<file path="config.mk">
export PLATFORM = sky130hd
export DESIGN_NAME = alu_arbiter
export DESIGN_NICKNAME = d
export VERILOG_FILES = /design/src/rtl/alu_arbiter_pkg.sv /design/src/rtl/alu_arbiter_core.sv /design/src/rtl/alu_arbiter.sv
export SDC_FILE = /design/constraint.sdc
export NUM_CORES = 1
export LEC_CHECK = 0
export ABC_AREA = 1
export BUFFER_PORTS_ARGS = -buffer_cell sky130_fd_sc_hd__buf_2
export CAP_MARGIN = 20
export CORE_MARGIN = 3
export CORE_UTILIZATION = 38
export CTS_CLUSTER_SIZE = 28
export DETAILED_ROUTE_END_ITERATION = 7
export GPL_TIMING_DRIVEN = 0
export PLACE_DENSITY = 0.61
export SETUP_SLACK_MARGIN = 0.15
export SLEW_MARGIN = 10
export SYNTH_ARGS = -nofsm -noshare
export SYNTH_HDL_FRONTEND = slang
export SYNTH_SLANG_ARGS = --single-unit
export TNS_END_PERCENT = 30
</file>
<file path="constraint.sdc">
create_clock -name clk -period 4.34 [get_ports clk]
set_input_delay 0.868 -clock clk [delete_from_list [all_inputs] [get_ports clk]]
set_output_delay 0.868 -clock clk [all_outputs]
set_load 0.02 [all_outputs]
</file>
<file path="src/rtl/alu_arbiter_pkg.sv">
// Shared constants for the two-requester ALU arbiter.
// ALU control codes, FSM state encoding and datapath width.
package alu_arbiter_pkg;

  localparam int DATA_W = 32;

  localparam logic [3:0] CTL_AND = 4'b0000;
  localparam logic [3:0] CTL_OR  = 4'b0001;
  localparam logic [3:0] CTL_ADD = 4'b0010;
  localparam logic [3:0] CTL_SUB = 4'b0110;
  localparam logic [3:0] CTL_SLT = 4'b0111;
  localparam logic [3:0] CTL_NOR = 4'b1100;

  typedef enum logic {
    ST_IDLE = 1'b0,
    ST_HOLD = 1'b1
  } state_t;

endpackage

</file>
<file path="src/rtl/alu_arbiter_core.sv">
// Combinational 32-bit ALU shared by both requesters.
// Unknown control codes yield zero.
module alu_core
  import alu_arbiter_pkg::*;
(
  input  logic [3:0]        ctl,
  input  logic [DATA_W-1:0] a,
  input  logic [DATA_W-1:0] b,
  output logic [DATA_W-1:0] result,
  output logic              zero
);

  logic w_lt;

  // signed compare is immune to the subtract-overflow trap
  assign w_lt = $signed(a) < $signed(b);

  always_comb begin
    result = '0;
    case (ctl)
      CTL_AND: result = a & b;
      CTL_OR:  result = a | b;
      CTL_ADD: result = a + b;
      CTL_SUB: result = a - b;
      CTL_SLT: result = {{(DATA_W-1){1'b0}}, w_lt};
      CTL_NOR: result = ~(a | b);
      default: result = '0;
    endcase
  end

  assign zero = (result == '0);

endmodule

</file>
<file path="src/rtl/alu_arbiter.sv">
// Round-robin arbiter sharing one ALU between two requesters.
// Define ALU_ARB_STATS_EN to add per-requester grant counters.
module alu_arbiter
  import alu_arbiter_pkg::*;
#(
  parameter int CNT_W = 16
) (
  input  logic              clk,
  input  logic              rst_n,
  input  logic              req0_valid,
  output logic              req0_ready,
  input  logic [3:0]        req0_ctl,
  input  logic [DATA_W-1:0] req0_a,
  input  logic [DATA_W-1:0] req0_b,
  input  logic              req1_valid,
  output logic              req1_ready,
  input  logic [3:0]        req1_ctl,
  input  logic [DATA_W-1:0] req1_a,
  input  logic [DATA_W-1:0] req1_b,
  output logic              rsp_valid,
  input  logic              rsp_ready,
  output logic              rsp_id,
  output logic [DATA_W-1:0] rsp_result,
  output logic              rsp_zero
`ifdef ALU_ARB_STATS_EN
  ,
  output logic [CNT_W-1:0]  grant_cnt0,
  output logic [CNT_W-1:0]  grant_cnt1
`endif
);

  state_t            r_state;
  logic              r_last_grant;
  logic              r_id;
  logic [DATA_W-1:0] r_result;
  logic              r_zero;

  logic              w_can_acc;
  logic              w_g0;
  logic              w_g1;
  logic              w_acc;
  logic [3:0]        w_ctl;
  logic [DATA_W-1:0] w_a;
  logic [DATA_W-1:0] w_b;
  logic [DATA_W-1:0] w_res;
  logic              w_zero;

  // HOLD can refill in the same cycle it drains
  assign w_can_acc = rst_n &
    ((r_state == ST_IDLE) | rsp_ready);

  // last_grant=1 means req1 went last, so req0 wins a tie
  assign w_g0 = w_can_acc & req0_valid &
    (~req1_valid | r_last_grant);
  assign w_g1 = w_can_acc & req1_valid &
    (~req0_valid | ~r_last_grant);
  assign w_acc = w_g0 | w_g1;

  assign req0_ready = w_g0;
  assign req1_ready = w_g1;

  assign w_ctl = w_g1 ? req1_ctl : req0_ctl;
  assign w_a   = w_g1 ? req1_a   : req0_a;
  assign w_b   = w_g1 ? req1_b   : req0_b;

  alu_core u_alu (
    .ctl    (w_ctl),
    .a      (w_a),
    .b      (w_b),
    .result (w_res),
    .zero   (w_zero)
  );

  always_ff @(posedge clk or negedge rst_n) begin
    if (!rst_n) begin
      r_state      <= ST_IDLE;
      r_last_grant <= 1'b1;
      r_id         <= 1'b0;
      r_result     <= '0;
      r_zero       <= 1'b0;
    end else begin
      case (r_state)
        ST_IDLE: begin
          if (w_acc) begin
            r_state      <= ST_HOLD;
            r_result     <= w_res;
            r_zero       <= w_zero;
            r_id         <= w_g1;
            r_last_grant <= w_g1;
          end
        end
        ST_HOLD: begin
          if (w_acc) begin
            r_result     <= w_res;
            r_zero       <= w_zero;
            r_id         <= w_g1;
            r_last_grant <= w_g1;
          end else if (rsp_ready) begin
            r_state <= ST_IDLE;
          end
        end
        default: r_state <= ST_IDLE;
      endcase
    end
  end

  assign rsp_valid  = (r_state == ST_HOLD);
  assign rsp_id     = r_id;
  assign rsp_result = r_result;
  assign rsp_zero   = r_zero;

`ifdef ALU_ARB_STATS_EN
  logic [CNT_W-1:0] r_cnt0;
  logic [CNT_W-1:0] r_cnt1;

  always_ff @(posedge clk or negedge rst_n) begin
    if (!rst_n) begin
      r_cnt0 <= '0;
      r_cnt1 <= '0;
    end else begin
      if (w_g0) r_cnt0 <= r_cnt0 + 1'b1;
      if (w_g1) r_cnt1 <= r_cnt1 + 1'b1;
    end
  end

  assign grant_cnt0 = r_cnt0;
  assign grant_cnt1 = r_cnt1;
`else
  logic w_unused_cnt;
  assign w_unused_cnt = (CNT_W > 0);
`endif

endmodule

</file>
* After elaboration in Yosys (flattened, before gate mapping)
Cells that the tools add are included.
** Storage, ports and cells
- Register bits after elaboration :: 36
- Input bits :: 141
- Output and inout bits :: 37
- Logic and storage cells :: 42
** Operators by class
- Add/subtract/negate cells :: 2
- Magnitude comparators :: 1
- Equality and inequality tests :: 5
- Muxes and demuxes :: 11
- Bitwise logic cells :: 16
- Reductions and logical operators :: 2
** Operators with widths (count)
- case mux 32 bit (6 select lines) :: 1
- 2-to-1 mux 32 bit :: 3
- adder 32 bit :: 1
- bitwise AND 32 bit :: 1
- logical NOT 32 bit :: 1
- < comparator 32 bit :: 1
- inverter 32 bit :: 1
- OR 32 bit :: 1
- subtractor 32 bit :: 1
- == test 4 x 3 -> 1 bit, second input constant :: 2
- bitwise AND 1 bit :: 5
- 2-to-1 mux 1 bit :: 5
- == test 4 x 1 -> 1 bit, second input constant :: 1
- == test 4 x 2 -> 1 bit, second input constant :: 1
- == test 4 bit, second input constant :: 1
- logical NOT 4 bit :: 1
- 2-to-1 mux 4 bit :: 1
- inverter 1 bit :: 4
- OR 1 bit :: 4
- case mux 1 bit (2 select lines) :: 1

* Longest topological paths before layout
Gate-level depths: netlist of run 1.
- Depth in word-level cells :: 11
- Mapped depth :: 33
- Depth with buffers taken out :: 30

* Modules after synthesis
A second synthesis of run 1 with hierarchy kept.
** Unflattened totals
- Cells, all modules :: 1789
- Area, all modules :: 9117.5 µm²
** By module, submodules not included
- alu_core :: times used 1, cells each 1404, area an instance 6786.5 µm², seq. area each 0.0 µm²
- alu_arbiter :: times used 1, cells each 385, area an instance 2331.0 µm², seq. area each 902.1 µm²

* Least setup slack after synthesis of run 1
OpenSTA, ideal clock, no wires.
- Path type :: in2reg
- Start :: input port rsp_ready
- End :: register r_zero (netlist: rsp_zero)
- Library setup time :: 66 ps
- Arrival :: 4136 ps
- Setup slack :: 139 ps
- Stages on the path :: 30
- Buffers on the path :: 2
- Path through :: inv_1 nand2_2 nand2_2 nor2_8 buf_4 clkbuf_1 or2_2 o21ai_0 inv_1 ha_1 fa_1 nand3_1 nand2_1 nand2_1 nand2_1 nand2_1 nand2_1 nand2_1 nand4_1 nand2_1 nand2_1 nand2_1 nand3_1 nand3_1 nand2_1 nor2_1 nand3b_1 nor2_1 nand2_1 nand2_1
** Between the ends
- Word-level cells in the longest chain between the ends :: 10
- Elaborated cells between the ends (all ways) :: 25
- Classes of those cells :: 2 x add/sub; 1 x order compare; 5 x eq/ne; 5 x mux; 10 x bitwise; 2 x reduce/logical
** RTL lines
- start: declaration :: line alu_arbiter.sv:21 : input logic rsp_ready,
- OR 1 bit (*) :: line alu_arbiter.sv:50 : ((r_state == ST_IDLE) | rsp_ready);
- bitwise AND 1 bit (*) :: line alu_arbiter.sv:49 : assign w_can_acc = rst_n &
- bitwise AND 1 bit (*) (2 in a row) :: line alu_arbiter.sv:55 : assign w_g1 = w_can_acc & req1_valid &
- net req1_ready :: line alu_arbiter.sv:16 : output logic req1_ready,
- branches (longest 6 deep; another with subtractor 32 bit)
- end signal: assignment :: line alu_arbiter.sv:87 : r_zero <= w_zero;
- end signal: assignment :: line alu_arbiter.sv:95 : r_zero <= w_zero;
- end: declaration :: line alu_arbiter.sv:36 : logic r_zero;
Mark *: on every way through the listed nets, which the timed path passes. The select of a mux whose other input is x is not followed.
A chain may end at the register's enable or synchronous reset.

* Worst setup path after layout of run 1
- Start :: input port rst_n
- End :: register r_zero (netlist: rsp_zero)
** Between the ends
- Word-level cells in the longest chain between the ends :: 9
- Elaborated cells between the ends (all ways) :: 24
- Classes of those cells :: 2 x add/sub; 1 x order compare; 5 x eq/ne; 5 x mux; 9 x bitwise; 2 x reduce/logical
** RTL lines
- start: declaration :: line alu_arbiter.sv:9 : input logic rst_n,
- bitwise AND 1 bit (*) :: line alu_arbiter.sv:49
- branches (longest 8 deep; another with subtractor 32 bit)
Mark *: on every way between the ends. The select of a mux whose other input is x is not followed.

==> results by group, run 1 <==
Worst setup path
  • Crit path max fanout: 7
  • Max stage delay on crit path: roughly 0.34 ns
  • Reg2reg setup slack: 0.40 ns
  • WP data required: approximately 4.6 ns
  • Slowest cell on the critical path: fa_2
  • Worst setup EP type: flip-flop
  • Worst r2r src: r_last_grant$_DFFE_PN1P_
  • FF-to-FF End: rsp_zero$_DFFE_PN0P_
  • Crit start category: input port
  • Reg2reg path depth: 31
  • CP Data Arrival Time: approximately 4.3 ns
  • Worst path most repeated cell: nand2_2
  • Setup CP Type: in -> reg

GRT
  • Largest net degree at the start of global routing: 20
  • Grt total ovfl: 0
  • GRT Total Usage: 0.276
  • Number of global-route vias before repair: 9397
  • First-pass GRT wire length: roughly 52000 um
  • Initial antenna violation count: 0

Layout
  • Share of cells above drive strength 1: 0.286
  • # nets final: 1966
  • Antenna diodes: 0
  • Area added between synthesis and finish: 31.5%

Floorplanning
  • Starting density of the core: 0.392
  • IO Pins: 178
  • Die area: around 24000 um2
  • Row count: 53
  • Die Y-Extent: between 150 and 200 um
  • Die Wd: 154 um
  • Core area: 21300 um2

Logic synthesis
  • Cells after synthesis: 1490
  • Largest area contributor in the netlist: nand2_1
  • Synth top cells by count: 395 x nand2_1, 254 x inv_1, 163 x nor2_1
  • Count of cell types in the netlist: 51
  • Ys async rst share: 1.00
  • Avg Cell Area, Syn: roughly 5.6 um2
  • EDFF count, synth: 0
  • Most frequent cell after synthesis: nand2_1
  • Post-Syn Nets: 1733
  • Predominant post-synthesis flop cell: dfrtp_1
  • Synthesized area: between 8000 and 9000 um2
  • Yosys warns: 0
  • Synth top area cells: nand2_1 18%, ha_1 15%, inv_1 11%
  • Sequential area share after synthesis: 0.108
  • Register bit total from synthesis: 36
  • Share of the synthesized area in the top cell type: 0.178

Flow run
  • Max capacitance violation total: 0

Placement
  • Routability congestion estimate from global placement: between 0.9 and 1
  • Port Buffers: 177
  • DP Wirelength: 28300 um

Timing
  • RSZ-0062 raised after global routing: true
  • Max Slew Vio Count: 0
  • Max transition margin: 0.366
  • Minimum clock period: ~4 ns
  • Max Clock Skew: approximately 0.0021 ns
  • Tcrit/Tclk final: 0.948
  • Worst-Margin Slew: between 0.9 and 1 ns
  • Maximum clock rate: 243 MHz
  • Final hold vios: 0
  • Endpoints failing setup: 0
  • Fin Hold WS: 0.466 ns

Outcome
  • Outcome: finished clean

Clock network
  • Sink Count: 36
  • Hold_buf cts: 0
  • Inserted Clock Buffers: 5
  • H-tree depth: 2
  • Clock tree buffer depth: 2
  • CTS clk-pin slew, worst paths: around 0.060 ns
  • Root buf cell: clkbuf_16
  • TritonCTS clock tree: done
  • Clock Latency Late Sink: around 0.28 ns

Routing
  • First-pass detailed-route iteration total: 5
  • Starting DRT DRC Count: 906
  • Vias/cell: 5.23
  • Routed Antenna Nets: 0
  • Vias: about 10k
  • Drc violations: 0
  • WL per Instance: 17.4 um
  • Post-Route WL: 34800 um

Pwr
  • P_leak: 6.12 nW
  • Post-route total power: 3.33 mW
  • Maximum vdd drop: 0.138 mV
  • Pwr dens: 303 nW/um2

Hold path
  • Hold Path Class: in -> async
sequential cells by signal (all words and copies together), names as in the netlist:
name	flops
rsp_result	32
r_last_grant	1
rsp_id	1
rsp_valid	1
rsp_zero	1
where the power goes:
part | total, mW | internal (mW) | switching [mW]
clock network | 0.348 | 0.211 | 0.137
registers | 0.492 | 0.435 | 0.0576
logic | 2.49 | 0.875 | 1.61
stage by stage:
stage / utilization / setup WS, ns / instance area [um2] / std cells / TNS [ns]
after detailed placement: 0.450 / -1.98 / 9580 / 1942 / -40.31
final: 0.516 / 0.224 / 11000 / 1999 / 0
after global routing: 0.516 / -0.0376 / 11000 / 1999 / -0.0376
after CTS: 0.485 / 0.152 / 10300 / 1973 / 0
after floorplan: - / 0.163 / 8350 / 1490 / 0
after global placement: 0.450 / -1.97 / 9580 / 1942 / -39.72
metal layers:
metal	up-vias	routed length, um	global-route usage	part of all wire
met4	0	650	0.0648	0.019
met5	-	0	0	0
met3	33	3380	0.0442	0.097
met1	4766	16700	0.430	0.48
li1	5195	-	-	-
met2	452	14000	0.394	0.40
layout make-up:
| type | count | area [um2] |
|---|---|---|
| Sequential cell | 36 | 902 |
| Clock inverter | 3 | 18.8 |
| Fill cell | 2304 | 10300 |
| Clock buffer | 5 | 125 |
| Buffer | 45 | 394 |
| Inverter | 261 | 993 |
| Tap cell | 275 | 344 |
| Multi-Input combinational cell | 1147 | 6860 |
| Timing Repair Buffer | 227 | 1340 |
worst max-delay path, delay by kind of cell:
kind            cells  cell delay (ns)
compound gates      3             0.52
fa+ha+maj           2             0.55
buf+inv             6             0.68
simple gates       19             1.70
kinds of logic (layout without fill, tap and decap cells):
family | after synthesis | in the layout | synth area share
buffers and inverters | 307 | 541 | 0.147
XOR/XNOR | 9 | 9 | 0.00944
AO/OA/AOI/OAI | 258 | 258 | 0.173
flip-flops | 36 | 36 | 0.108
adder cells (fa/ha/maj) | 102 | 102 | 0.155
AND/OR/NAND/NOR | 777 | 777 | 0.407
multiplexers | 1 | 1 | 0.00120
worst max path at each step:
| stage | from | to | slack, ns | cells past startpoint |
|---|---|---|---|---|
| 6_report | rst_n | rsp_zero$_DFFE_PN0P_ | 0.22 | 30 |
| 5_1_grt | req0_valid | rsp_zero$_DFFE_PN0P_ | -0.04 | 30 |
| 3_5_place_dp | rst_n | rsp_zero$_DFFE_PN0P_ | -1.98 | 30 |
| 2_1_floorplan | req0_valid | rsp_zero$_DFFE_PN0P_ | 0.16 | 29 |
| 3_3_place_gp | rst_n | rsp_zero$_DFFE_PN0P_ | -1.97 | 30 |
| 4_1_cts | rst_n | rsp_zero$_DFFE_PN0P_ | 0.15 | 30 |
timing repair:
item,4_1_cts,5_1_grt
cloned,2,1
resized for setup,131,152
buffers inserted,22,25
endpoints found under the setup margin,33,14
pin swaps,29,48
layout by cell type (no fill, tap or decap), drive strengths merged, types with 19 or more instances in the layout:
| cell | count |
|---|---|
| a21oi | 84 |
| buf | 249 |
| clkbuf | 27 |
| dfrtp | 35 |
| ha | 100 |
| inv | 259 |
| nand2 | 425 |
| nand3 | 106 |
| nand4 | 19 |
| nor2 | 174 |
| o21ai | 125 |
| or2 | 27 |
Power figures use the tool's default switching activity.
==> run 2, diff against run 1 <==
clock period = 4.3 ns   (was 4.34 ns; I/O delays follow)
==> run 2 against run 1 <==
- global-route usage barely moved
- clock power increased by 3%
- register-to-register slack got worse by 0.10 ns
- combinational power up 2%
- hold slack improved by 0.0046 ns
- critical endpoint unchanged
- largest cell class unchanged
==> results by group, run 2 (same netlist as run 1, synthesis figures left out) <==
Placement
  • Routability congestion estimate from global placement: 0.999 (+0.73%)
  • Port Buffers: 177 (unchanged)
  • DP Wirelength: 28000 um (-1.0%)

Layout
  • Antenna diodes: 0 (unchanged)
  • Largest register FFs: 32 (unchanged)
  • # nets final: 1971 (+0.25%)
  • Commonest non-fill, non-tap cells in the layout: 347 x nand2_1, 240 x inv_1, 183 x buf_2
  • Commonest non-fill, non-tap cell in the layout: nand2_1
  • Share of cells above drive strength 1: 0.289 (+0.00264)
  • Area added between synthesis and finish: 31.8%
  • Layout Utilization: 0.517 (+0.00118)
  • Filler cells: 2286 (-0.78%)

Clock network
  • TritonCTS clock tree: done
  • Root buf cell: clkbuf_16
  • Clock tree buffer depth: 2 (unchanged)
  • CTS clk-pin slew, worst paths: 0.06 ns (about the same)
  • Inserted Clock Buffers: 5 (unchanged)
  • Sink Count: 36 (unchanged)
  • H-tree depth: 2 (unchanged)
  • Clock Latency Late Sink: 0.29 ns (about the same)
  • Hold_buf cts: 0 (unchanged)

Floorplanning
  • Core area: 21300 um2 (unchanged)
  • Die area: 23800 um2 (unchanged)
  • Die Y-Extent: 154 um (unchanged)
  • Die Wd: 154 um (unchanged)
  • Row count: 53 (unchanged)
  • IO Pins: 178 (unchanged)
  • Starting density of the core: 0.392 (unchanged)

GRT
  • Global Route met1 Usage: 0.423 (-0.00710)
  • Met3 Track Usage GR: 0.0397 (-0.00448)
  • Number of global-route vias before repair: 9560 (+1.7%)
  • Initial antenna violation count: 0 (unchanged)
  • Grt total ovfl: 0 (unchanged)
  • Grt peak-use layer: met1
  • GRT Total Usage: 0.276 (about the same)
  • Grt met2 use: 0.409 (+0.0152)
  • Largest net degree at the start of global routing: 20 (unchanged)
  • First-pass GRT wire length: 52500 um (+0.21%)

Worst setup path
  • Slowest cell on the critical path: fa_2
  • Max stage delay on crit path: 0.40 ns (+0.06 ns)
  • Setup CP Type: in -> reg
  • Worst path most repeated cell: nand2_1
  • Worst setup EP type: flip-flop
  • CP Data Arrival Time: 4.41 ns (+0.07 ns)
  • Crit path max fanout: 6 (-1)
  • Crit start category: input port
  • WP data required: 4.53 ns (-0.03 ns)

Routing
  • First-pass detailed-route iteration total: 5 (unchanged)
  • WL per Instance: 17.3 um (-0.29%)
  • Post-Route WL: 34800 um (about the same)
  • Starting DRT DRC Count: 900 (-0.66%)
  • Drc violations: 0 (unchanged)
  • Routed Antenna Nets: 0 (unchanged)
  • Vias: 10.4k (-0.55%)
  • Vias/cell: 5.18 (-0.79%)

Timing
  • Max Clock Skew: 0.00445 ns (+0.00235 ns)
  • Max Slew Vio Count: 0 (unchanged)
  • Tcrit/Tclk final: 0.972
  • Minimum clock period: 4.18 ns
  • Worst-Margin Slew: 0.850 ns (-0.0905 ns)
  • Final hold vios: 0 (unchanged)
  • RSZ-0062 raised after global routing: true
  • Maximum clock rate: 239 MHz
  • Endpoints failing setup: 0 (unchanged)
  • Max transition margin: 0.427 (+0.0610)

Pwr
  • Post-route total power: 3.38 mW (+1.6%)
  • Pwr dens: 307 nW/um2 (+1.3%)
  • P_leak: 6.15 nW (+0.36%)
  • Maximum vdd drop: 0.156 mV (+13%)

Hold path
  • Hold Path Class: reg -> reg

Outcome
  • Outcome: finished clean

Flow run
  • Max capacitance violation total: 0 (unchanged)
## run 2: metal layers
metal	vias up	share of wire
li1	5212	-
met1	4711	0.48
met2	430	0.41
met3	36	0.095
met4	0	0.017
met5	-	0
## run 2: worst paths after layout
kind / start / cells past startpoint / slack, ns / endpoint
max: rsp_ready / 30 / 0.12 / rsp_zero$_DFFE_PN0P_
min: rsp_id$_DFFE_PN0P_ / 2 / 0.47 / rsp_id$_DFFE_PN0P_
max reg2reg: r_last_grant$_DFFE_PN1P_ / 29 / 0.30 / rsp_zero$_DFFE_PN0P_
min reg2reg: rsp_id$_DFFE_PN0P_ / 2 / 0.47 / rsp_id$_DFFE_PN0P_
max in group asynchronous: rst_n / 2 / 3.50 / r_last_grant$_DFFE_PN1P_
min in group asynchronous: rst_n / 1 / 0.52 / rsp_result[10]$_DFFE_PN0P_
## run 2: where the power goes
| part | internal (mW) | switching [mW] |
|---|---|---|
| Combinational | 0.891 | 1.64 |
| Sequential | 0.438 | 0.0553 |
| Clock | 0.213 | 0.145 |
| Total | 1.54 | 1.84 |
## run 2: critical path: cells and delay by family
kind | cells | cell delay (ns)
AND/OR/NAND/NOR | 19 | 1.86
buffers and inverters | 6 | 0.70
adder cells (fa/ha/maj) | 2 | 0.57
AO/OA/AOI/OAI | 2 | 0.24
XOR/XNOR | 1 | 0.15
## run 2: metrics by stage
stage / setup slack [ns] / cells / instance area, um2 / setup TNS [ns] / hold WS [ns]
floorplan: 0.162 / 1490 / 8350 / 0 / 0.484
global placement: -1.81 / 1942 / 9580 / -36.75 / 0.452
detailed placement: -1.84 / 1942 / 9580 / -37.76 / 0.461
CTS: 0.155 / 1979 / 10400 / 0 / 0.476
global route: -0.0138 / 2004 / 11000 / -0.0138 / 0.497
finish: 0.119 / 2004 / 11000 / 0 / 0.471
## run 2: repair_timing
item                                    4_1_cts  5_1_grt
gates resized for setup                     126      158
cloned                                        1        3
endpoints found under the hold margin         0        0
pin swaps                                    28       58
endpoints found under the setup margin       33       16
buffers inserted                             29       22
## run 2: layout make-up
| cell class | instances | area, um2 | share of cell area |
|---|---|---|---|
| Multi-Input combinational cell | 1147 | 6830 | 0.621 |
| Inverter | 261 | 992 | 0.0902 |
| Clock inverter | 3 | 18.8 | 0.00171 |
| Timing Repair Buffer | 232 | 1410 | 0.128 |
| Buffer | 45 | 380 | 0.0346 |
| Tap cell | 275 | 344 | 0.0313 |
| Sequential cell | 36 | 902 | 0.0820 |
| Clock buffer | 5 | 125 | 0.0114 |
==> run 3, diff against run 2 <==
CAP_MARGIN = default   (was 20)
MAX_ROUTING_LAYER = met4   (was default)
PLACE_DENSITY = default   (was 0.61)
==> run 3 against run 2 <==
- the run now ends with DRC left
- fmax up 0.64%
- hold slack better by 0.0016 ns
- clock skew down 0.0012 ns
- via count up 0.79%
- wire length down 1.9%
- cell count up 0.20%
- combinational power about the same
- design area up 1.1%
- sequential share of layout area down 0.087 points
- critical endpoint unchanged
- largest power group unchanged
- highest routed layer unchanged
==> results by group, run 3 (same netlist as run 1, synthesis figures left out) <==
Floorplanning
  • Die area: 23800 um2 (unchanged)
  • IO Pins: 178 (unchanged)
  • Die Y-Extent: 154 um (unchanged)
  • Row count: 53 (unchanged)
  • Die Wd: 154 um (unchanged)
  • Starting density of the core: 0.392 (unchanged)
  • Core area: 21300 um2 (unchanged)

Worst setup path
  • Crit start category: input port
  • Max stage delay on crit path: 0.39 ns (about the same)
  • Slowest cell on the critical path: fa_2
  • Reg2reg setup slack: 0.32 ns (+0.02 ns)
  • WP data required: 4.52 ns (about the same)
  • Setup CP Type: in -> reg
  • Worst path most repeated cell: nor2_1
  • Crit path max fanout: 6 (unchanged)
  • CP Data Arrival Time: 4.38 ns (-0.03 ns)
  • Worst setup EP type: flip-flop

Outcome
  • Outcome: finished with violations
  • Failing checks: DRC

Timing
  • Fin Hold WS: 0.472 ns (+0.00156 ns)
  • Maximum clock rate: 241 MHz (+0.64%)
  • RSZ-0062 raised after global routing: true
  • Final hold vios: 0 (unchanged)
  • Max transition margin: 0.495 (+0.0676)
  • Max Slew Vio Count: 0 (unchanged)
  • Worst-Margin Slew: 0.750 ns (-0.100 ns)
  • Tcrit/Tclk final: 0.966 (-0.00614)
  • Endpoints failing setup: 0 (unchanged)
  • Minimum clock period: 4.15 ns (-0.0264 ns)
  • Max Clock Skew: 0.00324 ns (-0.00120 ns)

Clock network
  • H-tree depth: 2 (unchanged)
  • Clock tree buffer depth: 2 (unchanged)
  • Sink Count: 36 (unchanged)
  • Clock Latency Late Sink: 0.28 ns (about the same)
  • TritonCTS clock tree: done
  • Inserted Clock Buffers: 5 (unchanged)
  • Root buf cell: clkbuf_16
  • CTS clk-pin slew, worst paths: 0.06 ns (about the same)

GRT
  • First-pass GRT wire length: 51300 um (-2.3%)
  • Grt met2 use: 0.394 (-0.0144)
  • Initial antenna violation count: 0 (unchanged)
  • GRT Total Usage: 0.276 (about the same)
  • Global Route met1 Usage: 0.417 (-0.00564)
  • Number of global-route vias before repair: 9470 (-0.94%)
  • Met3 Track Usage GR: 0.0364 (-0.00336)
  • Largest net degree at the start of global routing: 20 (unchanged)
  • Grt total ovfl: 0 (unchanged)
  • Grt peak-use layer: met1

Layout
  • Filler cells: 2274 (-0.52%)
  • Share of cells above drive strength 1: 0.286 (-0.00240)
  • Commonest non-fill, non-tap cell in the layout: nand2_1
  • Commonest non-fill, non-tap cells in the layout: 358 x nand2_1, 247 x inv_1, 180 x buf_2
  • Antenna diodes: 0 (unchanged)
  • Largest register FFs: 32 (unchanged)
  • # nets final: 1975 (+0.20%)
  • Area added between synthesis and finish: 33.2%
  • Finished Layout Cells: 2008 (+0.20%)
  • Final std cell area, no fill: 11100 um2 (+1.1%)

Hold path
  • Hold Path Class: reg -> reg

Placement
  • Port Buffers: 177 (unchanged)
  • DP Wirelength: 27300 um (-2.7%)
  • Cell Area, Placed: 9580 um2 (unchanged)
  • Inst Count DP: 1942 (unchanged)
  • Routability congestion estimate from global placement: 0.975 (-2.4%)

Routing
  • Starting DRT DRC Count: 945 (+5.0%)
  • Post-Route WL: 34100 um (-1.9%)
  • Vias: 10.5k (+0.79%)
  • Drc violations: 2 (+2)
  • Routed Antenna Nets: 0 (unchanged)
  • WL per Instance: 17.0 um (-2.1%)
  • First-pass detailed-route iteration total: 8 (+3)
  • Vias/cell: 5.21 (+0.59%)

Pwr
  • Maximum vdd drop: 0.147 mV (-5.8%)
  • P_leak: 6.22 nW (+1.3%)
  • Pwr dens: 312 nW/um2 (+1.5%)

Flow run
  • Max capacitance violation total: 0 (unchanged)
run 3: changes by cell type in the layout (fill, tap and decap cells not counted), sizes merged:
| cell | delta |
|---|---|
| clkinv | -3 |
| nor2 | +1 |
| buf | +5 |
| clkbuf | -2 |
| bufinv | +1 |
| clkinvlp | +2 |
run 3: layout make-up:
cell class | instances | area (um2) | area share
flip-flops and latches | 36 | 902 | 0.0811
well taps | 275 | 344 | 0.0309
repair buffers | 236 | 1430 | 0.128
plain buffers | 44 | 424 | 0.0381
clock buffers | 5 | 125 | 0.0113
multi-input cells | 1148 | 6860 | 0.617
inverters | 261 | 991 | 0.0891
clock inverters | 3 | 42.5 | 0.00383
run 3: power breakdown:
| group | switching, mW | internal (mW) |
|---|---|---|
| registers | 0.0583 | 0.439 |
| clock network | 0.143 | 0.272 |
| logic | 1.62 | 0.931 |
run 3: path summary, 6_finish.rpt:
kind,startpoint,to,depth (start not counted)
max reg2reg,r_last_grant$_DFFE_PN1P_,rsp_zero$_DFFE_PN0P_,30
max,req0_valid,rsp_zero$_DFFE_PN0P_,30
min reg2reg,rsp_zero$_DFFE_PN0P_,rsp_zero$_DFFE_PN0P_,2
max in group asynchronous,rst_n,rsp_result[30]$_DFFE_PN0P_,2
min in group asynchronous,rst_n,r_last_grant$_DFFE_PN1P_,1
min,rsp_zero$_DFFE_PN0P_,rsp_zero$_DFFE_PN0P_,2
run 3: repair_timing:
action	4_1_cts	5_1_grt
pin swaps	38	60
setup endpoints to repair	33	13
gates cloned	1	2
setup buffers	28	29
resized for setup	123	172
hold buffers	0	0
run 3: per-stage QoR:
step	TNS [ns]	utilization	worst slack (ns)	power [mW]
4_1_cts	0	0.487	0.151	3.16
5_1_grt	0	0.522	0.00483	3.74
3_3_place_gp	-33.55	0.450	-1.79	2.56
2_1_floorplan	0	-	0.162	1.93
6_report	0	0.522	0.146	3.47
3_5_place_dp	-34.35	0.450	-1.83	2.58
run 3: critical path: cells and delay by family:
family,cells,cell delay [ns]
AOI/OAI and AO/OA,1,0.20
buffers and inverters,6,0.69
adders and majority gates,2,0.60
and+or+nand+nor,21,1.99
run 3: per-layer routing:
layer | wire, um | vias to the layer above
met5 | 0 | -
met4 | 533 | 0
met3 | 3280 | 32
met2 | 14100 | 477
met1 | 16100 | 4758
li1 | - | 5204
